===== src/rtl/uart_tx_arbiter.sv =====
// uart_tx_arbiter
// Shares one UART transmitter among NUM_REQ requesters. A round-robin pointer
// picks the next requester, its payload is latched and handed to the
// transmitter, and the frame is tracked until tx_done or a timeout.
module uart_tx_arbiter #(
  parameter int NUM_REQ        = 4,
  parameter int DATA_W         = 9,
  parameter int TIMEOUT_CYCLES = 32768
) (
  input  logic                      clock,
  input  logic                      reset_n,
  input  logic [NUM_REQ-1:0]        req,
  input  logic [NUM_REQ*DATA_W-1:0] req_data,
  output logic [NUM_REQ-1:0]        ack,
  output logic [NUM_REQ-1:0]        cmpl,
  output logic [DATA_W-1:0]         tx_data,
  output logic                      tx_send,
  input  logic                      tx_ready,
  input  logic                      tx_done,
  output logic                      busy,
  output logic                      timeout_err
);

  localparam int PTR_W = (NUM_REQ > 1) ? $clog2(NUM_REQ) : 1;
  localparam int CNT_W = $clog2(TIMEOUT_CYCLES) + 1;

  localparam logic [CNT_W-1:0]   CNT_TERM = CNT_W'(TIMEOUT_CYCLES - 1);
  localparam logic [PTR_W-1:0]   LAST_IDX = PTR_W'(NUM_REQ - 1);
  localparam logic [NUM_REQ-1:0] ONE_HOT  = NUM_REQ'(1);

  typedef enum logic [1:0] {
    IDLE      = 2'd0,
    SEND      = 2'd1,
    WAIT_DONE = 2'd2
  } state_t;

  state_t             state_reg;
  logic [PTR_W-1:0]   ptr_reg;
  logic [PTR_W-1:0]   grant_reg;
  logic [CNT_W-1:0]   cnt_reg;
  logic [PTR_W-1:0]   ptr_next;

  logic [DATA_W-1:0]  req_word [NUM_REQ];

  logic               pick_valid;
  logic [PTR_W-1:0]   pick_idx;
  logic [PTR_W:0]     scan_sum;
  logic [PTR_W-1:0]   scan_idx;

  // Unpack the flat payload bus into one word per requester.
  generate
    for (genvar gi = 0; gi < NUM_REQ; gi++) begin : g_slice
      assign req_word[gi] = req_data[gi*DATA_W +: DATA_W];
    end
  endgenerate

  // Round-robin pick: scan from ptr upward with wrap. The loop runs from the
  // farthest offset down to offset 0 so the last hit is the first in scan order.
  always_comb begin
    pick_valid = 1'b0;
    pick_idx   = ptr_reg;
    scan_sum   = '0;
    scan_idx   = '0;
    for (int k = NUM_REQ - 1; k >= 0; k--) begin
      scan_sum = {1'b0, ptr_reg} + (PTR_W+1)'(k);
      if (scan_sum >= (PTR_W+1)'(NUM_REQ)) begin
        scan_sum = scan_sum - (PTR_W+1)'(NUM_REQ);
      end
      scan_idx = scan_sum[PTR_W-1:0];
      if (req[scan_idx]) begin
        pick_valid = 1'b1;
        pick_idx   = scan_idx;
      end
    end
  end

  // Pointer value once the current grant finishes (completes or times out).
  assign ptr_next = (grant_reg == LAST_IDX) ? '0 : grant_reg + PTR_W'(1);

  // Arbiter FSM with all outputs registered; pulse outputs default low.
  always_ff @(posedge clock or negedge reset_n) begin
    if (!reset_n) begin
      state_reg   <= IDLE;
      ptr_reg     <= '0;
      grant_reg   <= '0;
      cnt_reg     <= '0;
      tx_data     <= '0;
      tx_send     <= 1'b0;
      ack         <= '0;
      cmpl        <= '0;
      busy        <= 1'b0;
      timeout_err <= 1'b0;
    end else begin
      ack         <= '0;
      cmpl        <= '0;
      tx_send     <= 1'b0;
      timeout_err <= 1'b0;
      case (state_reg)
        IDLE: begin
          if (pick_valid && tx_ready) begin
            state_reg <= SEND;
            grant_reg <= pick_idx;
            tx_data   <= req_word[pick_idx];
            ack       <= ONE_HOT << pick_idx;
            busy      <= 1'b1;
          end
        end
        SEND: begin
          // The start pulse becomes visible the cycle after ack.
          state_reg <= WAIT_DONE;
          cnt_reg   <= '0;
          tx_send   <= 1'b1;
        end
        WAIT_DONE: begin
          // tx_done takes priority over a timeout landing in the same cycle.
          if (tx_done) begin
            state_reg <= IDLE;
            cmpl      <= ONE_HOT << grant_reg;
            ptr_reg   <= ptr_next;
            busy      <= 1'b0;
          end else if (cnt_reg == CNT_TERM) begin
            state_reg   <= IDLE;
            timeout_err <= 1'b1;
            ptr_reg     <= ptr_next;
            busy        <= 1'b0;
          end else begin
            cnt_reg <= cnt_reg + CNT_W'(1);
          end
        end
        default: begin
          state_reg <= IDLE;
          busy      <= 1'b0;
        end
      endcase
    end
  end

endmodule


===== config.mk =====
export PLATFORM = sky130hd
export DESIGN_NAME = uart_tx_arbiter
export DESIGN_NICKNAME = d
export VERILOG_FILES = /design/src/rtl/uart_tx_arbiter.sv
export SDC_FILE = /design/constraint.sdc
export NUM_CORES = 1
export LEC_CHECK = 0
export ABC_AREA = 1
export CAP_MARGIN = 10
export CORE_MARGIN = 2
export CORE_UTILIZATION = 44
export DETAILED_ROUTE_END_ITERATION = 12
export GPL_ROUTABILITY_DRIVEN = 0
export GPL_TIMING_DRIVEN = 0
export HOLD_SLACK_MARGIN = 0.15
export PLACE_DENSITY = 0.75
export SYNTH_ARGS = -nofsm -noshare
export SYNTH_HDL_FRONTEND = slang
export SYNTH_SLANG_ARGS = --single-unit

===== constraint.sdc =====
create_clock -name clock -period 1.9 [get_ports clock]
set_clock_uncertainty 0.1 [all_clocks]
set_input_delay 0.57 -clock clock [delete_from_list [all_inputs] [get_ports clock]]
set_output_delay 0.57 -clock clock [all_outputs]
set_load 0.02 [all_outputs]

### After elaboration in Yosys (flattened, before gate mapping)

Cells that the tools add are included.

| storage, ports and cells | value |
|---|---|
| word-level logic and storage cells | 94 |
| register bits | 42 |
| output and inout port bits | 20 |
| bits of input ports | 44 |

| cells by class | value |
|---|---|
| multiplexer cells | 45 |
| equal/unequal tests | 8 |
| shift operators | 2 |
| reductions and logical operators | 9 |
| add/subtract/negate cells | 9 |
| bitwise logic cells | 2 |
| magnitude comparators | 9 |

Operators by type and width:

| operator | count |
|---|---|
| two-way mux 16 bit | 2 |
| case mux 16 bit (2 select lines) | 1 |
| two-way mux 2 bit | 14 |
| binary-select mux 9 bit (select 2 bit) | 1 |
| two-way mux 9 bit | 2 |
| adder 16 x 1 -> 16 bit (second input constant) | 1 |
| == test 16 x 15 -> 1 bit (second input constant) | 1 |
| two-way mux 4 bit | 4 |
| two-way mux 1 bit | 15 |
| greater-or-equal comparator 3 bit (second input constant) | 4 |
| < comparator 2 x 3 -> 1 bit (second input constant) | 4 |
| binary-select mux 1 bit (select 2 bit) | 4 |
| << shifter 1 x 2 -> 4 bit (first input constant) | 2 |
| subtractor 2 x 1 -> 2 bit (second input constant) | 4 |
| adder 2 x 2 -> 3 bit (second input constant) | 2 |
| != test 2 bit (second input constant) | 3 |
| case mux 2 bit (3 select lines) | 1 |
| AND reduction 2 bit | 3 |
| AND reduction 3 bit | 2 |
| == test 2 bit (second input constant) | 2 |
| nonzero test 2 bit | 2 |
| adder 2 x 1 -> 3 bit (second input constant) | 1 |
| greater-or-equal comparator 2 x 3 -> 1 bit (second input constant) | 1 |
| != test 3 bit (second input constant) | 1 |
| other kinds (7) | 7 |

### Logic depth before layout (Yosys ltp)

Gate-level depths: netlist of run 1.

| logic depth | value |
|---|---|
| depth in word-level cells | 13 |
| depth in mapped cells | 15 |
| depth with buffers taken out | 14 |

### Worst setup path before layout of run 1

OpenSTA, ideal clock, no wires.

| timing path | value |
|---|---|
| kind | register to register |
| from | reg cnt_reg[0] |
| to | reg cnt_reg[8] |
| path buffers | 0 |
| setup time | 0.119 ns |
| data required time | 1.681 ns |
| arrival | 1.653 ns |
| clock period less this slack | 1.872 ns |
| cell stages (with the launch flop) | 13 |
| path slack | 0.028 ns |
| cell sequence | dfrtp_1 ha_1 nand2_1 nor2_1 nand2_1 inv_1 nand4_1 nand3_2 inv_1 nand2_1 nor3_1 nand2_1 o21a_1 |

| between the ends | value |
|---|---|
| word-level cells in the longest chain between the ends | 4 |

RTL lines:

| what | RTL line | RTL |
|---|---|---|
| start: declaration | 40 | `logic [CNT_W-1:0] cnt_reg;` |
| start signal: assignment | 127 | `cnt_reg <= cnt_reg + CNT_W'(1);` |
| adder 16 x 1 -> 16 bit | 127 |  |
| two-way mux 16 bit | 121 | `end else if (cnt_reg == CNT_TERM) begin` |
| two-way mux 16 bit | 116 | `if (tx_done) begin` |
| case mux 16 bit (2 select lines) | 98 | `case (state_reg)` |

Several ways; a longest one is shown, not always the timed one. The select of a mux whose other input is x is not followed.
A chain may end at the register's enable or synchronous reset.

### Worst setup path in the final report of run 1

| timing path | value |
|---|---|
| from | reg ptr_reg[0] |
| to | reg tx_data[4] |

| between the ends | value |
|---|---|
| word-level cells in the longest chain between the ends | 13 |

RTL lines:

| what | RTL line | RTL |
|---|---|---|
| start: declaration | 38 | `logic [PTR_W-1:0] ptr_reg;` |
| start signal: assignment | 119 | `ptr_reg <= ptr_next;` |
| start signal: assignment | 124 | `ptr_reg <= ptr_next;` |
| adder 2 x 2 -> 3 bit | 65 | `scan_sum = {1'b0, ptr_reg} + (PTR_W+1)'(k);` |
| greater-or-equal comparator 3 bit or subtractor 2 x 1 -> 2 bit (tied branches) | 66, 67 |  |
| two-way mux 2 bit | 66 | `if (scan_sum >= (PTR_W+1)'(NUM_REQ)) begin` |
| binary-select mux 1 bit (select 2 bit) | 70 | `if (req[scan_idx]) begin` |
| two-way mux 1 bit (implied by the code) | 70 |  |
| two-way mux 2 bit (4 in a row) | 70 |  |
| inverter 2 -> 3 bit (implied by the code) | 103 | `tx_data <= req_word[pick_idx];` |
| binary-select mux 9 bit (select 2 bit) | 103 |  |
| two-way mux 9 bit (implied by the code) (2 in a row) | 103 |  |
| end signal: assignment | 103 |  |
| end: declaration | 16 | `output logic [DATA_W-1:0] tx_data,` |

Several ways; a longest one is shown, not always the timed one. The select of a mux whose other input is x is not followed.

==> results.json, run 1 <==
{
  "status": "complete, but fails checks",
  "failed_checks": "setup timing",
  "synth_fp_nets": 367,
  "area_delta_synth_final_pct": 56.7,
  "stdcell_count": 494,
  "worst_path_most_repeated_cell": "nand2_4",
  "arrival_ps": 2070,
  "io_pins": 64,
  "grt_remaining_overflow": 0,
  "port_buffers": 63,
  "crit_buf_inv": 2,
  "drive_above_1_share_pct": 29.6,
  "grt_max_degree": 42,
  "slew_headroom_pct": 67.8,
  "worstPathRequired_ps": 2030,
  "setup_tns_ps": -157,
  "first_iter_violations": 121,
  "cts-root-buf": "clkbuf_8",
  "post-route-period-util_pct": 103,
  "first_global_vias": 2459,
  "cts_tree": "yes",
  "die_h_um": 78.9,
  "cts-buffers-inserted": 5,
  "power_density_mw_per_mm2": 1480,
  "vias": 2545,
  "max_cap_viol_count": 0,
  "syn-cell-area_mm2": 0.00247,
  "place_inst": 454,
  "p_int_uw": 3010,
  "antenna_found_initial": 0,
  "pre_cts_slack_ps": -594,
  "core_area_mm2": 0.00547,
  "synthArstFlopShare_pct": 100,
  "cp_top_family": "simple AND/OR/NAND/NOR gates",
  "synth.distinct_cells": 33,
  "n_fill_cell": 423,
  "grt_usage_pct": 22.3,
  "synth_ff_type": "dfrtp_1",
  "cpPeakStageDelay_ps": 450,
  "cts_buffer_depth": 2,
  "die_x_um": 78.9,
  "initial_core_util_pct": 45.1,
  "seqPwrFrac_pct": 22.9,
  "syn_area_per_cell_um2": 7.76,
  "wl_um": 7070,
  "drtPass1Iterations": 4,
  "layout_setup_ws_ps": -49.0,
  "ir_worst_vdd_uv": 908,
  "p_leak_uw": 0.00190,
  "dieArea_mm2": 0.00622,
  "worstPathCellList": "buf_6, o21ai_4, nand2_1, nand2_1, nand2_2, nand2_4, nand2_4, nand2_4, nand2_4, buf_6, nor2_2, nor2_4, nor2_2",
  "cts-htree-levels": 2,
  "ant_nets": 0,
  "setup_viol": 7,
  "synth_warnings": 0,
  "rsz0062_at_grt": "yes",
  "vias_per_cell": 5.15,
  "period_needed_ps": 1950,
  "antenna_cells": 0,
  "clock_power_share_pct": 9.5,
  "synthCells": 318,
  "start_kind": "flop",
  "final_cell_mix": "nand2_1, dfrtp_1, clkdlybuf4s50_1",
  "critPathCaptureType": "flop",
  "clkLatencyLatePin_ps": 290,
  "p_switching_uw": 2710,
  "grt_first_pass_wirelength_um": 11000,
  "synth_seq_cells": 42,
  "clkSlewWorstSetupHoldPaths_ps": 80,
  "tightest_slew_ps": 479,
  "crit_fanout": 5,
  "largest_reg_flops": 16,
  "clock_sinks": 42,
  "mostFrequentLayoutCell": "nand2_1",
  "switching_share_pct": 47.3,
  "finalHoldViolCount": 0,
  "path_class": "reg -> reg",
  "slowest_stage": "dfrtp_2",
  "ys_seq_area_share_pct": 42.6,
  "final_nets": 471,
  "wire_per_inst_um": 14.3,
  "slew_viol_final": 0,
  "clock.fmax_mhz": 513,
  "drc": 0,
  "num_rows": 27,
  "hpwl_um": 4300,
  "synth_edf_count": 0,
  "rrSetupSlack_ps": -50,
  "hold_path.class": "reg -> reg",
  "pwr-share-comb_pct": 67.6
}
worst register-to-register path: cells and delay by family, from the launching register on:
kind | cells | cell delay, ps
and+or+nand+nor | 10 | 860
DFF | 1 | 450
buffers and inverters | 2 | 290
AOI/OAI and AO/OA | 1 | 190
layer usage:
metal  vias up  GRT usage (%)  part of all wire [%]  wire [um]
met1      1212           27.4                    41       2930
met2        86           38.5                    52       3680
li1       1235              -                     -          -
met5         -              0                     0          0
met4         0           6.72                   1.2         87
met3        12           5.80                   5.3        378
power by group through the flow:
stage | clock, uW | sequential (uW) | combinational (uW)
final | 543 | 1310 | 3860
after CTS | 548 | 1290 | 3230
after global placement | 0 | 1310 | 2720
after global routing | 597 | 1340 | 4200
after floorplan | 0 | 1470 | 1760
after detailed placement | 0 | 1300 | 2780
cells in the mapped netlist, types with 2 or more instances:
| master | n | area share [%] |
|---|---|---|
| nand2_1 | 77 | 12 |
| o21ai_0 | 10 | 2.0 |
| nor3_1 | 7 | 1.4 |
| nand3_2 | 4 | 1.6 |
| nand4_1 | 2 | 0.51 |
| buf_6 | 3 | 1.4 |
| or2_2 | 2 | 0.51 |
| nand3_1 | 45 | 9.1 |
| or2_0 | 2 | 0.51 |
| nand2_4 | 6 | 2.7 |
| xor2_1 | 6 | 2.1 |
| ha_1 | 5 | 2.5 |
| inv_1 | 29 | 4.4 |
| nand2_2 | 8 | 2.0 |
| dfrtp_1 | 42 | 43 |
| buf_4 | 2 | 0.61 |
| nor4_1 | 2 | 0.51 |
| inv_2 | 6 | 0.91 |
| a21oi_1 | 9 | 1.8 |
| o22ai_1 | 4 | 1.0 |
| xnor2_1 | 2 | 0.71 |
| nor2_1 | 33 | 5.0 |
| o31ai_1 | 2 | 0.61 |
logic make-up after synthesis:
group | after synthesis | share of synthesized area [%]
buf+inv | 42 | 7.86
fa+ha+maj | 5 | 2.54
xor+xnor | 8 | 2.84
simple gates | 192 | 37.3
flops | 42 | 42.6
compound gates | 29 | 6.80
path summary, 6_finish.rpt:
| check | startpoint | to | cells after the start |
|---|---|---|---|
| setup reg to reg | ptr_reg[0] | tx_data[4] | 13 |
| setup / recovery | ptr_reg[0] | tx_data[4] | 13 |
| hold reg to reg | tx_data[6] | tx_data[6] | 2 |
| hold / removal | tx_data[6] | tx_data[6] | 2 |
| max in group asynchronous | reset_n | cnt_reg[2] | 3 |
| min in group asynchronous | reset_n | cmpl[3] | 2 |
metrics by stage:
stage | area (um^2) | total power, uW | hold slack (ps) | utilization (%)
CTS | 3500 | 5070 | 370 | 63.9
global placement | 3190 | 4020 | 356 | 58.2
detailed placement | 3200 | 4090 | 271 | 58.5
finish | 3860 | 5710 | 376 | 70.6
global route | 3860 | 6130 | 399 | 70.6
floorplan | 2470 | 3230 | 174 | -
area by class of cell:
cell class	count	area, um^2	area share (%)
inverters	36	155	4.02
plain buffers	6	71.3	1.85
well taps	72	90.1	2.33
multi-input cells	234	1500	38.9
clock buffers	7	76.3	1.98
repair buffers	97	916	23.7
flip-flops and latches	42	1050	27.3
what timing repair did:
item	in CTS	in global routing
hold buffers	1	0
pin swaps	19	33
endpoints found under the hold margin	1	0
setup buffers	12	17
resized for setup	50	72
gates cloned	3	0
endpoints found under the setup margin	44	39
Power figures use the tool's default switching activity.
==> inputs of run 2 (changes only) <==
Settings changed: ABC_AREA 1 to 0, PLACE_DENSITY 0.75 to 0.76.
==> run 2 against run 1 <==
Net effect:
- the flow still finishes with violations (setup timing)
- largest cell class unchanged
- die area decreased by 4.8%
- critical path type unchanged
- area after synthesis shrank 5.0%
- worst setup slack improved by 47 ps
==> results.json, run 2 <==
{
  "cts-htree-levels": 2,
  "synth.distinct_cells": 47,
  "rr_endpoint": "cnt_reg[2]",
  "drive_above_1_share_pct": 27.5,
  "failed_checks": "setup timing",
  "hold_path.class": "reg -> reg",
  "grt_remaining_overflow": 0,
  "drc": 0,
  "drtPass1Iterations": 4,
  "syn-cell-area_mm2": 0.00234,
  "synth_warnings": 0,
  "path_class": "reg -> reg",
  "grt_max_degree": 43,
  "rrSetupSlack_ps": -2,
  "clock_sinks": 42,
  "synth_seq_cells": 42,
  "antenna_cells": 0,
  "io_pins": 64,
  "ant_nets": 0,
  "synth_most_common_cell": "dfrtp_1",
  "layout_setup_ws_ps": -2.48,
  "multiInputGateArea_mm2": 0.00147,
  "finalHoldViolCount": 0,
  "first_iter_violations": 101,
  "cp_top_family": "compound AO/OA/AOI/OAI gates",
  "setup_viol": 2,
  "synth_top_area_cell": "dfrtp_1",
  "place_area_mm2": 0.00314,
  "period_needed_ps": 1900,
  "initial_core_util_pct": 45.9,
  "met3_length_um": 415,
  "port_buffers": 63,
  "tightest_slew_ps": 430,
  "arrival_ps": 2050,
  "synth_ff_type": "dfrtp_1",
  "wire_per_inst_um": 15.5,
  "fin_hold_ws_ps": 377,
  "ys_seq_area_share_pct": 44.9,
  "pre_cts_slack_ps": -823,
  "mostFrequentLayoutCell": "dfrtp_1",
  "hold_path_end": "tx_data[1]",
  "num_rows": 26,
  "cts_tree": "yes",
  "clock.fmax_mhz": 526,
  "syn_area_per_cell_um2": 9.56,
  "cts-buffers-inserted": 5,
  "stdcell_area_mm2": 0.00360,
  "grt_usage_pct": 20.8,
  "synth_area_leaders": "dfrtp_1, a211oi_1, and3_1",
  "worstPathCellList": "ha_4, and3_4, nand4_1, o21ai_4, buf_6, mux2i_1, a21o_1",
  "synthArstFlopShare_pct": 100,
  "r2r_start": "cnt_reg[0]",
  "critPathCaptureType": "flop",
  "clkLatencyLatePin_ps": 300,
  "n_fill_cell": 399,
  "vias": 2299,
  "start_kind": "flop",
  "synthCells": 245,
  "crit_fanout": 6,
  "slew_headroom_pct": 71.2,
  "rr_worst_depth": 7,
  "ir_worst_vdd_uv": 624,
  "max_cap_viol_count": 0,
  "top_layer": "met4",
  "worstPathRequired_ps": 2050,
  "first_global_vias": 2215,
  "crit_buf_inv": 1,
  "area_delta_synth_final_pct": 53.8,
  "final_cell_mix": "dfrtp_1, clkdlybuf4s50_1, nand2_1",
  "largest_reg_flops": 16,
  "cts_buffer_depth": 2,
  "synth_edf_count": 0,
  "power_density_mw_per_mm2": 1090,
  "die_h_um": 77.0,
  "grt_first_pass_wirelength_um": 9890,
  "wl_met1_um": 2540,
  "hold_start": "tx_data[1]",
  "vias_per_cell": 5.73,
  "core_area_mm2": 0.00511,
  "synth_top_area_share_pct": 44.9,
  "post-route-period-util_pct": 100,
  "clkSlewWorstSetupHoldPaths_ps": 80,
  "holdPathStages": 2,
  "p_leak_uw": 0.00172,
  "die_x_um": 77.0,
  "rsz0062_at_grt": "yes",
  "regArea_mm2": 0.00105,
  "final_nets": 379,
  "slowest_stage": "dfrtp_1",
  "cpPeakStageDelay_ps": 410,
  "wl_um": 6210,
  "slew_viol_final": 0,
  "synth_fp_nets": 294,
  "wl_met2_um": 3100,
  "hpwl_um": 4180,
  "antenna_found_initial": 0,
  "dieArea_mm2": 0.00592,
  "cts-root-buf": "clkbuf_8",
  "ys_top_cells_by_count": "dfrtp_1, nand2_1, and3_1",
  "status": "complete, but fails checks"
}
==> run 2: changes by cell type after synthesis, sizes merged, moves of 6 or more <==
cell / previous run / this run
and3: 0 / 20
o31ai: 2 / 11
nor2: 34 / 11
a31oi: 0 / 7
nand2: 91 / 31
a211oi: 0 / 18
a221oi: 0 / 9
clkbuf: 0 / 6
a21oi: 9 / 2
xor2: 6 / 0
nand3: 50 / 9
inv: 35 / 6
==> run 2: how the worst max path moves through the flow <==
stage,from,to,depth (start not counted)
2_1_floorplan,req[0],tx_data[3],7
3_3_place_gp,reset_n,ptr_reg[1],1
3_5_place_dp,req[3],tx_data[6],8
4_1_cts,req[2],tx_data[6],8
5_1_grt,ptr_reg[0],tx_data[2],6
6_report,cnt_reg[0],cnt_reg[2],7
==> run 2: logic make-up (layout without fill, tap and decap cells) <==
| logic type | count (synthesis) | count (layout) | share of synthesized area (%) |
|---|---|---|---|
| AND/OR/NAND/NOR | 102 | 102 | 23.2 |
| AO/OA/AOI/OAI | 70 | 70 | 22.2 |
| flip-flops | 42 | 42 | 44.9 |
| buffers and inverters | 19 | 105 | 4.06 |
| adder cells (fa/ha/maj) | 5 | 5 | 2.67 |
| multiplexers | 4 | 4 | 1.87 |
| XOR/XNOR | 3 | 3 | 1.12 |
==> run 2: metrics by stage <==
stage          power, uW  TNS [ps]  util (%)  cells
5_1_grt             4180      -630      70.6    401
4_1_cts             3710     -10.7      66.1    394
2_1_floorplan       2330     -1050         -    245
3_5_place_dp        2970    -19660      61.5    379
6_report            3930     -3.43      70.6    401
3_3_place_gp        2940    -55840      61.2    378
==> run 2: cell type report <==
| class | count | share of cell area [%] |
|---|---|---|
| flip-flops and latches | 42 | 29.3 |
| clock inverters | 3 | 1.11 |
| repair buffers | 81 | 21.7 |
| multi-input cells | 184 | 40.7 |
| inverters | 6 | 0.625 |
| clock buffers | 5 | 1.91 |
| well taps | 70 | 2.43 |
| plain buffers | 10 | 2.26 |
==> run 2: routing by layer <==
layer / track usage, % / vias up
li1: - / 1101
met1: 24.2 / 1099
met2: 34.7 / 86
met3: 6.00 / 13
met4: 10.4 / 0
met5: 0 / -
==> run 2: tightest hold or removal path, cell delays in order (launching register included) <==
cell     delay, ps
dfrtp_1        340
nand2_1         50
o31ai_1         50
==> run 2: report_power, final <==
group / switching, uW / internal, uW
combinational: 1090 / 877
clock: 303 / 386
sequential: 168 / 1110
total: 1560 / 2370
==> run 2: timing repair <==
action,in CTS,in global routing
hold endpoints to repair,33,0
setup endpoints to repair,49,35
resized for setup,63,43
hold buffers,1,0
setup buffers,7,7
cloned,1,1
pin swaps,5,10
